`src/rtl/wgt_fetch_ctrl_pkg.sv`:
```
// -----------------------------------------------------------------------------
// cnn_pkg
//   Shared definitions for the CNN weight path: default widths, the weight
//   group size (equal to the downstream shift-buffer depth) and the state
//   encoding of the weight fetch controller.
// -----------------------------------------------------------------------------
package cnn_pkg;

  localparam int ADDR_W_DEF  = 10;
  localparam int WGT_W_DEF   = 8;
  localparam int NUM_WGT_DEF = 4;
  localparam int GRP_W_DEF   = 8;

  typedef enum logic [2:0] {
    ST_IDLE,
    ST_FETCH,
    ST_DRAIN,
    ST_HOLD,
    ST_DONE
  } wgt_fetch_state_e;

endpackage

```
`src/rtl/wgt_fetch_ctrl_if.sv`:
```
// -----------------------------------------------------------------------------
// wgt_fetch_ctrl_if
//   Bundles the weight SRAM read port, the shift-buffer feed and the group
//   handshake of the weight fetch controller.
//   master : the fetch controller (drives reads, weights, grp_valid)
//   slave  : SRAM + shift buffer + PE side (drives mem_rdata, grp_ack)
//   Signals: mem_rd_en, mem_addr, mem_rdata, wgt_out, wgt_read,
//            grp_valid, grp_ack
// -----------------------------------------------------------------------------
interface wgt_fetch_ctrl_if import cnn_pkg::*; #(
  parameter int ADDR_W = ADDR_W_DEF,
  parameter int WGT_W  = WGT_W_DEF
) ();

  logic              mem_rd_en;
  logic [ADDR_W-1:0] mem_addr;
  logic [WGT_W-1:0]  mem_rdata;
  logic [WGT_W-1:0]  wgt_out;
  logic              wgt_read;
  logic              grp_valid;
  logic              grp_ack;

  modport master (
    output mem_rd_en, mem_addr, wgt_out, wgt_read, grp_valid,
    input  mem_rdata, grp_ack
  );

  modport slave (
    input  mem_rd_en, mem_addr, wgt_out, wgt_read, grp_valid,
    output mem_rdata, grp_ack
  );

endinterface

```
`src/rtl/wgt_fetch_ctrl_rd_lat_pipe.sv`:
```
// -----------------------------------------------------------------------------
// rd_lat_pipe
//   RD_LAT-deep shift register that tracks which SRAM cycles carry valid read
//   data. A synchronous flush drops every read still in flight.
//   clk, rst_n : clock, async active-low reset
//   flush      : clear all stages on the next edge
//   in_valid   : a read is issued this cycle
//   out_valid  : read data issued RD_LAT cycles ago is on the SRAM bus now
// -----------------------------------------------------------------------------
module rd_lat_pipe #(
  parameter int RD_LAT = 1
) (
  input  logic clk,
  input  logic rst_n,
  input  logic flush,
  input  logic in_valid,
  output logic out_valid
);

  logic [RD_LAT-1:0] stage;

  always_ff @(posedge clk or negedge rst_n) begin
    if (!rst_n) begin
      stage <= '0;
    end else if (flush) begin
      stage <= '0;
    end else begin
      for (int i = RD_LAT - 1; i > 0; i--) begin
        stage[i] <= stage[i-1];
      end
      stage[0] <= in_valid;
    end
  end

  assign out_valid = stage[RD_LAT-1];

endmodule

```
`src/rtl/wgt_fetch_ctrl.sv`:
```
// -----------------------------------------------------------------------------
// wgt_fetch_ctrl
//   Reads weight groups (NUM_WGT consecutive words each) from the weight SRAM
//   and shifts them serially into the downstream shift buffer. A loaded group
//   is held with grp_valid until the PE side acknowledges it.
//   clk, rst_n : clock, async active-low reset
//   start      : 1-cycle start pulse, honoured only in IDLE
//   base_addr  : first SRAM word address, sampled with start
//   num_grp    : number of groups, sampled with start (0 = finish at once)
//   clr        : synchronous abort back to IDLE
//   busy       : controller not idle
//   done       : 1-cycle pulse after the last group is acknowledged
//   bus        : SRAM read port, shift-buffer feed and group handshake
// -----------------------------------------------------------------------------
module wgt_fetch_ctrl import cnn_pkg::*; #(
  parameter int ADDR_W  = ADDR_W_DEF,
  parameter int WGT_W   = WGT_W_DEF,
  parameter int NUM_WGT = NUM_WGT_DEF,
  parameter int GRP_W   = GRP_W_DEF,
  parameter int RD_LAT  = 1
) (
  input  logic              clk,
  input  logic              rst_n,
  input  logic              start,
  input  logic [ADDR_W-1:0] base_addr,
  input  logic [GRP_W-1:0]  num_grp,
  input  logic              clr,
  output logic              busy,
  output logic              done,
  wgt_fetch_ctrl_if.master  bus
);

  localparam int CNT_W = $clog2(NUM_WGT) + 1;
  localparam logic [CNT_W-1:0] LAST = CNT_W'(NUM_WGT - 1);

  wgt_fetch_state_e  state_q, state_d;
  logic [ADDR_W-1:0] cur_addr;
  logic [GRP_W-1:0]  grp_left;
  logic [CNT_W-1:0]  issue_cnt;
  logic [CNT_W-1:0]  rd_cnt;
  logic              rd_en;
  logic              pipe_out;
  logic              wgt_read_q;
  logic [WGT_W-1:0]  wgt_q;
  logic              done_q;

  assign rd_en = (state_q == ST_FETCH);

  rd_lat_pipe #(.RD_LAT(RD_LAT)) u_pipe (
    .clk       (clk),
    .rst_n     (rst_n),
    .flush     (clr),
    .in_valid  (rd_en),
    .out_valid (pipe_out)
  );

  always_ff @(posedge clk or negedge rst_n) begin
    if (!rst_n) begin
      state_q <= ST_IDLE;
    end else if (clr) begin
      state_q <= ST_IDLE;
    end else begin
      state_q <= state_d;
    end
  end

  // DRAIN ends on the last shift of the group so that grp_valid rises the
  // cycle after it; the last shift always lands in DRAIN because data
  // returns at least two cycles after the last issue.
  always_comb begin
    state_d = state_q;
    unique case (state_q)
      ST_IDLE: begin
        if (start) begin
          state_d = (num_grp != '0) ? ST_FETCH : ST_DONE;
        end
      end
      ST_FETCH: begin
        if (issue_cnt == LAST) state_d = ST_DRAIN;
      end
      ST_DRAIN: begin
        if (wgt_read_q && (rd_cnt == LAST)) state_d = ST_HOLD;
      end
      ST_HOLD: begin
        if (bus.grp_ack) begin
          state_d = (grp_left == GRP_W'(1)) ? ST_DONE : ST_FETCH;
        end
      end
      ST_DONE: begin
        state_d = ST_IDLE;
      end
      default: state_d = ST_IDLE;
    endcase
  end

  // Address keeps running across groups; the word counters wrap to zero at
  // the end of every group so the next group needs no explicit reload.
  always_ff @(posedge clk or negedge rst_n) begin
    if (!rst_n) begin
      cur_addr  <= '0;
      grp_left  <= '0;
      issue_cnt <= '0;
      rd_cnt    <= '0;
    end else if (clr) begin
      cur_addr  <= '0;
      grp_left  <= '0;
      issue_cnt <= '0;
      rd_cnt    <= '0;
    end else begin
      if ((state_q == ST_IDLE) && start) begin
        cur_addr <= base_addr;
        grp_left <= num_grp;
      end
      if (rd_en) begin
        cur_addr  <= cur_addr + 1'b1;
        issue_cnt <= (issue_cnt == LAST) ? '0 : issue_cnt + 1'b1;
      end
      if (wgt_read_q) begin
        rd_cnt <= (rd_cnt == LAST) ? '0 : rd_cnt + 1'b1;
      end
      if ((state_q == ST_HOLD) && bus.grp_ack) begin
        grp_left <= grp_left - 1'b1;
      end
    end
  end

  // Registered shift-buffer feed and done pulse; clr suppresses both so that
  // aborted reads never reach the buffer and no done is signalled.
  always_ff @(posedge clk or negedge rst_n) begin
    if (!rst_n) begin
      wgt_read_q <= 1'b0;
      wgt_q      <= '0;
      done_q     <= 1'b0;
    end else if (clr) begin
      wgt_read_q <= 1'b0;
      wgt_q      <= '0;
      done_q     <= 1'b0;
    end else begin
      wgt_read_q <= pipe_out;
      if (pipe_out) wgt_q <= bus.mem_rdata;
      done_q <= (state_q == ST_DONE);
    end
  end

  assign bus.mem_rd_en = rd_en;
  assign bus.mem_addr  = rd_en ? cur_addr : '0;
  assign bus.wgt_out   = wgt_q;
  assign bus.wgt_read  = wgt_read_q;
  assign bus.grp_valid = (state_q == ST_HOLD);
  assign busy          = (state_q != ST_IDLE);
  assign done          = done_q;

endmodule

```
`src/flat_wrapper.sv`:
```
// flat-port wrapper written by rule: the top's interface ports become plain ports
module wgt_fetch_ctrl_flat import cnn_pkg::*;
#(
  parameter int ADDR_W  = ADDR_W_DEF,
  parameter int WGT_W   = WGT_W_DEF,
  parameter int NUM_WGT = NUM_WGT_DEF,
  parameter int GRP_W   = GRP_W_DEF,
  parameter int RD_LAT  = 1
)
  (clk, rst_n, start, base_addr, num_grp, clr, busy, done, bus_mem_rd_en, bus_mem_addr, bus_wgt_out, bus_wgt_read, bus_grp_valid, bus_mem_rdata, bus_grp_ack);
  wgt_fetch_ctrl_if #(.ADDR_W(ADDR_W), .WGT_W(WGT_W)) bus_i ();
  input  logic clk;
  input  logic rst_n;
  input  logic start;
  input  logic [ADDR_W-1:0] base_addr;
  input  logic [GRP_W-1:0] num_grp;
  input  logic clr;
  output logic busy;
  output logic done;
  output wire logic [$bits(bus_i.mem_rd_en)-1:0] bus_mem_rd_en;
  output wire logic [$bits(bus_i.mem_addr)-1:0] bus_mem_addr;
  output wire logic [$bits(bus_i.wgt_out)-1:0] bus_wgt_out;
  output wire logic [$bits(bus_i.wgt_read)-1:0] bus_wgt_read;
  output wire logic [$bits(bus_i.grp_valid)-1:0] bus_grp_valid;
  input wire logic [$bits(bus_i.mem_rdata)-1:0] bus_mem_rdata;
  input wire logic [$bits(bus_i.grp_ack)-1:0] bus_grp_ack;
  assign bus_mem_rd_en = bus_i.mem_rd_en;
  assign bus_mem_addr = bus_i.mem_addr;
  assign bus_wgt_out = bus_i.wgt_out;
  assign bus_wgt_read = bus_i.wgt_read;
  assign bus_grp_valid = bus_i.grp_valid;
  assign bus_i.mem_rdata = bus_mem_rdata;
  assign bus_i.grp_ack = bus_grp_ack;
  wgt_fetch_ctrl #(.ADDR_W(ADDR_W), .WGT_W(WGT_W), .NUM_WGT(NUM_WGT), .GRP_W(GRP_W), .RD_LAT(RD_LAT)) u_core (.clk(clk), .rst_n(rst_n), .start(start), .base_addr(base_addr), .num_grp(num_grp), .clr(clr), .busy(busy), .done(done), .bus(bus_i));
endmodule
```
`config.mk`:
```
export PLATFORM = sky130hd
export DESIGN_NAME = wgt_fetch_ctrl_flat
export DESIGN_NICKNAME = d
export VERILOG_FILES = /design/src/rtl/wgt_fetch_ctrl_pkg.sv /design/src/rtl/wgt_fetch_ctrl_if.sv /design/src/rtl/wgt_fetch_ctrl_rd_lat_pipe.sv /design/src/rtl/wgt_fetch_ctrl.sv /design/src/flat_wrapper.sv
export SDC_FILE = /design/constraint.sdc
export NUM_CORES = 1
export LEC_CHECK = 0
export ABC_AREA = 1
export CAP_MARGIN = 20
export CORE_UTILIZATION = 40
export DETAILED_ROUTE_END_ITERATION = 16
export GPL_TIMING_DRIVEN = 0
export PLACE_DENSITY_LB_ADDON = 0.3
export SYNTH_ARGS = -nofsm -noshare
export SYNTH_HDL_FRONTEND = slang
export SYNTH_HIERARCHICAL = 1
export SYNTH_SLANG_ARGS = --single-unit
```
`constraint.sdc`:
```
create_clock -name clk -period 1.3 [get_ports clk]
set_input_delay 0.26 -clock clk [delete_from_list [all_inputs] [get_ports clk]]
set_output_delay 0.26 -clock clk [all_outputs]
set_load 0.01 [all_outputs]
```
==> impl_metrics.prom <==
# TYPE chip_impl_metric gauge
chip_impl_metric{name="routability_congestion",unit=""} 0.866
chip_impl_metric{name="drt_drc_violations_left",unit=""} 0
chip_impl_metric{name="first_iter_violations",unit=""} 168
chip_impl_metric{name="row_count",unit=""} 26
chip_impl_metric{name="grt_start_max_net_pins",unit=""} 39
chip_impl_metric{name="final-seq-area",unit="um2"} 953
chip_impl_metric{name="final_setup_violation_count",unit=""} 34
chip_impl_info{name="worst_path_dominant_cell_family",value="flip-flops"} 1
chip_impl_metric{name="yosysSeqAreaShare",unit="%"} 42.3
chip_impl_metric{name="io-pin-count",unit=""} 54
chip_impl_metric{name="grt.overflow.total",unit=""} 0
chip_impl_metric{name="avgSynthCellArea",unit="um2"} 7.16
chip_impl_metric{name="worstPathRequired",unit="ps"} 1040
chip_impl_metric{name="grtUsageTotal",unit="%"} 19.6
chip_impl_metric{name="clk_path_buf_depth",unit=""} 2
chip_impl_metric{name="post-route-min-period",unit="ps"} 1570
chip_impl_metric{name="arrival",unit="ps"} 1310
chip_impl_metric{name="timing_max_transition_violations_final",unit=""} 0
chip_impl_info{name="cells_along_the_critical_path",value="nor2_4 -> nand2_4 -> buf_8 -> nor2_4 -> buf_6"} 1
chip_impl_info{name="timing.hold.worst.class",value="in -> async"} 1
chip_impl_info{name="post_synth_most_frequent_cells",value="sky130_fd_sc_hd__nand2_1 (93), sky130_fd_sc_hd__nor2_1 (42), sky130_fd_sc_hd__dfrtp_1 (38)"} 1
chip_impl_info{name="yosys.cell_count.top_type",value="sky130_fd_sc_hd__nand2_1"} 1
chip_impl_metric{name="cts_made_buffers",unit=""} 5
chip_impl_metric{name="synth.top_cell.area_share",unit="%"} 42.3
chip_impl_metric{name="worst-slew-pin-transition",unit="ps"} 840
chip_impl_info{name="run_status",value="complete, but fails checks"} 1
chip_impl_info{name="postSynth.topFlopCell",value="sky130_fd_sc_hd__dfrtp_1"} 1
chip_impl_info{name="criticalPathCategory",value="reg -> out"} 1
chip_impl_metric{name="final_antenna_net_count",unit=""} 0
chip_impl_metric{name="final_net_count",unit=""} 426
chip_impl_metric{name="area_used_by_multi_input_combinational_logic",unit="um2"} 1210
chip_impl_info{name="violations_in_the_final_reports",value="setup timing"} 1
chip_impl_metric{name="synth_edf_count",unit=""} 0
chip_impl_metric{name="total_wirelength",unit="mm"} 5.75
chip_impl_metric{name="grt_pass1_wl",unit="mm"} 9.13
chip_impl_info{name="yosysTopAreaCell",value="sky130_fd_sc_hd__dfrtp_1"} 1
chip_impl_metric{name="slew_headroom",unit="%"} 44.0
chip_impl_metric{name="yosys_warnings",unit=""} 6
chip_impl_metric{name="place.port_buffers",unit=""} 53
chip_impl_metric{name="p_leak",unit="uW"} 0.00167
chip_impl_metric{name="p_per_area",unit="nW/um2"} 1710
chip_impl_info{name="cp_capture_type",value="output pin"} 1
chip_impl_metric{name="max_freq",unit="MHz"} 636
chip_impl_metric{name="worst_setup_hold_path_clk_slew",unit="ps"} 80
chip_impl_info{name="synth_area_leaders",value="sky130_fd_sc_hd__dfrtp_1 (42%), sky130_fd_sc_hd__nand2_1 (16%), sky130_fd_sc_hd__nor2_1 (7.0%)"} 1
chip_impl_metric{name="cts.sink_count",unit=""} 38
chip_impl_info{name="setup_crit_start_kind",value="register"} 1
chip_impl_metric{name="maxCapViolCount",unit=""} 0
chip_impl_metric{name="areaGrowthSynthToFinish",unit="%"} 43.7
chip_impl_metric{name="routed_via_density",unit=""} 4.87
chip_impl_metric{name="yosys.cell_types.count",unit=""} 30
chip_impl_metric{name="postSynthNetCount",unit=""} 350
chip_impl_metric{name="asyncSetResetFlopFracSynth",unit="%"} 100
chip_impl_metric{name="fp.dieH",unit="um"} 77.0
chip_impl_metric{name="insertion_delay",unit="ps"} 300
chip_impl_info{name="cts-root-buf",value="sky130_fd_sc_hd__clkbuf_8"} 1
chip_impl_metric{name="fin_total_pwr",unit="uW"} 5540
chip_impl_info{name="cp_common_cell",value="sky130_fd_sc_hd__nor2_4"} 1
chip_impl_metric{name="detailedPlacementHpwl",unit="mm"} 3.93
chip_impl_metric{name="design.core.area",unit="um2"} 5270
chip_impl_metric{name="initial_utilization",unit="%"} 42.7
chip_impl_metric{name="critical_path.max_fanout",unit=""} 5
chip_impl_metric{name="ir_drop",unit="V"} 0.000882
chip_impl_metric{name="postLayoutSetupSlackWorst",unit="ps"} -272
chip_impl_metric{name="synth-seq-cells",unit=""} 38
chip_impl_metric{name="period_share",unit="%"} 121
chip_impl_metric{name="synth_area",unit="um2"} 2250
chip_impl_info{name="critPathSlowestCell",value="sky130_fd_sc_hd__dfrtp_1"} 1
chip_impl_metric{name="tns",unit="ps"} -5520
chip_impl_info{name="clock_tree_from_tritoncts",value="yes"} 1
chip_impl_metric{name="die_area",unit="um2"} 5930
chip_impl_metric{name="antenna-diode-count",unit=""} 0
chip_impl_info{name="rsz0062_at_grt",value="true"} 1
chip_impl_metric{name="drt-wirelength-per-cell",unit="um"} 12.5
chip_impl_metric{name="grt_pass1_vias",unit=""} 2041
chip_impl_metric{name="n_fill_cell",unit=""} 481
chip_impl_metric{name="final_layout_size_suffix_gt1_share",unit="%"} 22.5
chip_impl_metric{name="dr.pass1.iters",unit=""} 4
chip_impl_metric{name="cts_htree_levels",unit=""} 2
chip_impl_metric{name="crit_path_max_incr_delay",unit="ps"} 410
chip_impl_metric{name="antenna_found_initial",unit=""} 0
chip_impl_metric{name="cp_num_buf_inv",unit=""} 2
chip_impl_metric{name="route.vias.total",unit=""} 2246
chip_impl_metric{name="cts-hold-fix-buffers",unit=""} 0
chip_impl_metric{name="finalClockSkew",unit="ps"} 3.93
chip_impl_metric{name="die-width",unit="um"} 77.0
chip_impl_metric{name="postSynthCellCount",unit=""} 314
chip_impl_metric{name="timing_hold_violations_final",unit=""} 0
## where the power goes
group	internal, uW	leakage [uW]	switching [uW]
clock	769	0.0000683	454
sequential	1470	0.000502	261
combinational	1070	0.00109	1520
total	3310	0.00167	2230
## registers in the layout, indices dropped and copies added, names as in the netlist
name and count:
u_core/grp_left 8, u_core/issue_cnt 3, u_core/u_pipe/out_valid 1, u_core/bus.wgt_out 8, u_core/bus.wgt_read 1, u_core/cur_addr 10, u_core/done 1, u_core/state_q 3
u_core/rd_cnt 3
## layer usage
layer  track usage (%)  part of all wire (%)  wire (um)  up-vias
met4              7.74                   1.1         64        0
met5                 0                     0          0        -
met3              5.60                   6.7        387        6
met2              31.9                    48       2740       78
li1                  -                     -          -     1142
met1              24.4                    44       2550     1020
## worst register-to-register path, cell delays in order, from the launching register on
cell                      delay, ps
sky130_fd_sc_hd__dfrtp_1        390
sky130_fd_sc_hd__buf_4          170
sky130_fd_sc_hd__nand2_4         70
sky130_fd_sc_hd__nor2_4         110
sky130_fd_sc_hd__buf_4          140
sky130_fd_sc_hd__nand2_4         60
sky130_fd_sc_hd__buf_6          140
sky130_fd_sc_hd__nand2_1         70
sky130_fd_sc_hd__o21ai_1         70
sky130_fd_sc_hd__nand2_1         60
sky130_fd_sc_hd__o21ai_0         70
## area by class of cell
cell class	count	area share (%)
clock inverter	3	2.13
sequential	38	29.5
clock buffer	5	2.13
inverter	42	5.42
timing repair buffer	68	18.8
multi-input combinational	229	37.5
buffer	5	1.63
timing repair inverter	1	0.194
tap	70	2.71
## layout by cell type, fill, tap and decap left out, types with 10 or more instances in the layout
cell type                         synthesis  routed
sky130_fd_sc_hd__clkdlybuf4s50_1          0      28
sky130_fd_sc_hd__o21ai_0                 21      17
sky130_fd_sc_hd__inv_1                   33      32
sky130_fd_sc_hd__buf_4                    1      13
sky130_fd_sc_hd__nor2_2                   3      10
sky130_fd_sc_hd__nor2_1                  42      29
sky130_fd_sc_hd__dfrtp_1                 38      36
sky130_fd_sc_hd__nand2_1                 93      90
sky130_fd_sc_hd__dlygate4sd2_1            0      11
sky130_fd_sc_hd__nand3_1                 26      26
## stage by stage
stage                     instance area (um2)  hold slack (ps)  util, %  cells  setup slack, ps
final                                    3230             60.7     61.3    461             -272
after global routing                     3230              122     61.3    461             -336
after CTS                                3070             94.5     58.3    455             -270
after detailed placement                 2860              412     54.3    437             -545
after global placement                   2870              489     54.4    437             -966
after floorplan                          2250            -35.6        -    314             12.3
## what timing repair did
| item | in CTS | in global routing |
|---|---|---|
| gates resized for setup | 81 | 31 |
| cloned | 1 | 1 |
| endpoints found under the setup margin | 54 | 43 |
| pin swaps | 4 | 4 |
| buffers inserted | 9 | 5 |
## path summary, 6_finish.rpt
kind	startpoint	cells past startpoint	to	slack, ps
setup / recovery	u_core/state_q[1]$_DFFE_PN0P_	5	bus_mem_addr[0]	-270
hold / removal	rst_n	1	u_core/bus.wgt_out[5]$_DFFE_PN0P_	60
setup reg to reg	u_core/state_q[1]$_DFFE_PN0P_	10	u_core/grp_left[0]$_DFFE_PN0P_	-180
hold reg to reg	u_core/issue_cnt[2]$_DFFE_PN0P_	2	u_core/issue_cnt[2]$_DFFE_PN0P_	510
max in group asynchronous	rst_n	1	u_core/state_q[2]$_DFFE_PN0P_	670
min in group clk	clr	2	u_core/u_pipe/out_valid$_DFF_PN0_	290
## logic make-up after synthesis
group,share of synthesized area (%)
buffers and inverters,9.18
and+or+nand+nor,34.0
adders and majority gates,2.78
DFF,42.3
AOI/OAI and AO/OA,10.6
xor gates and xnor gates,1.17
(Power assumes the default switching activity.)
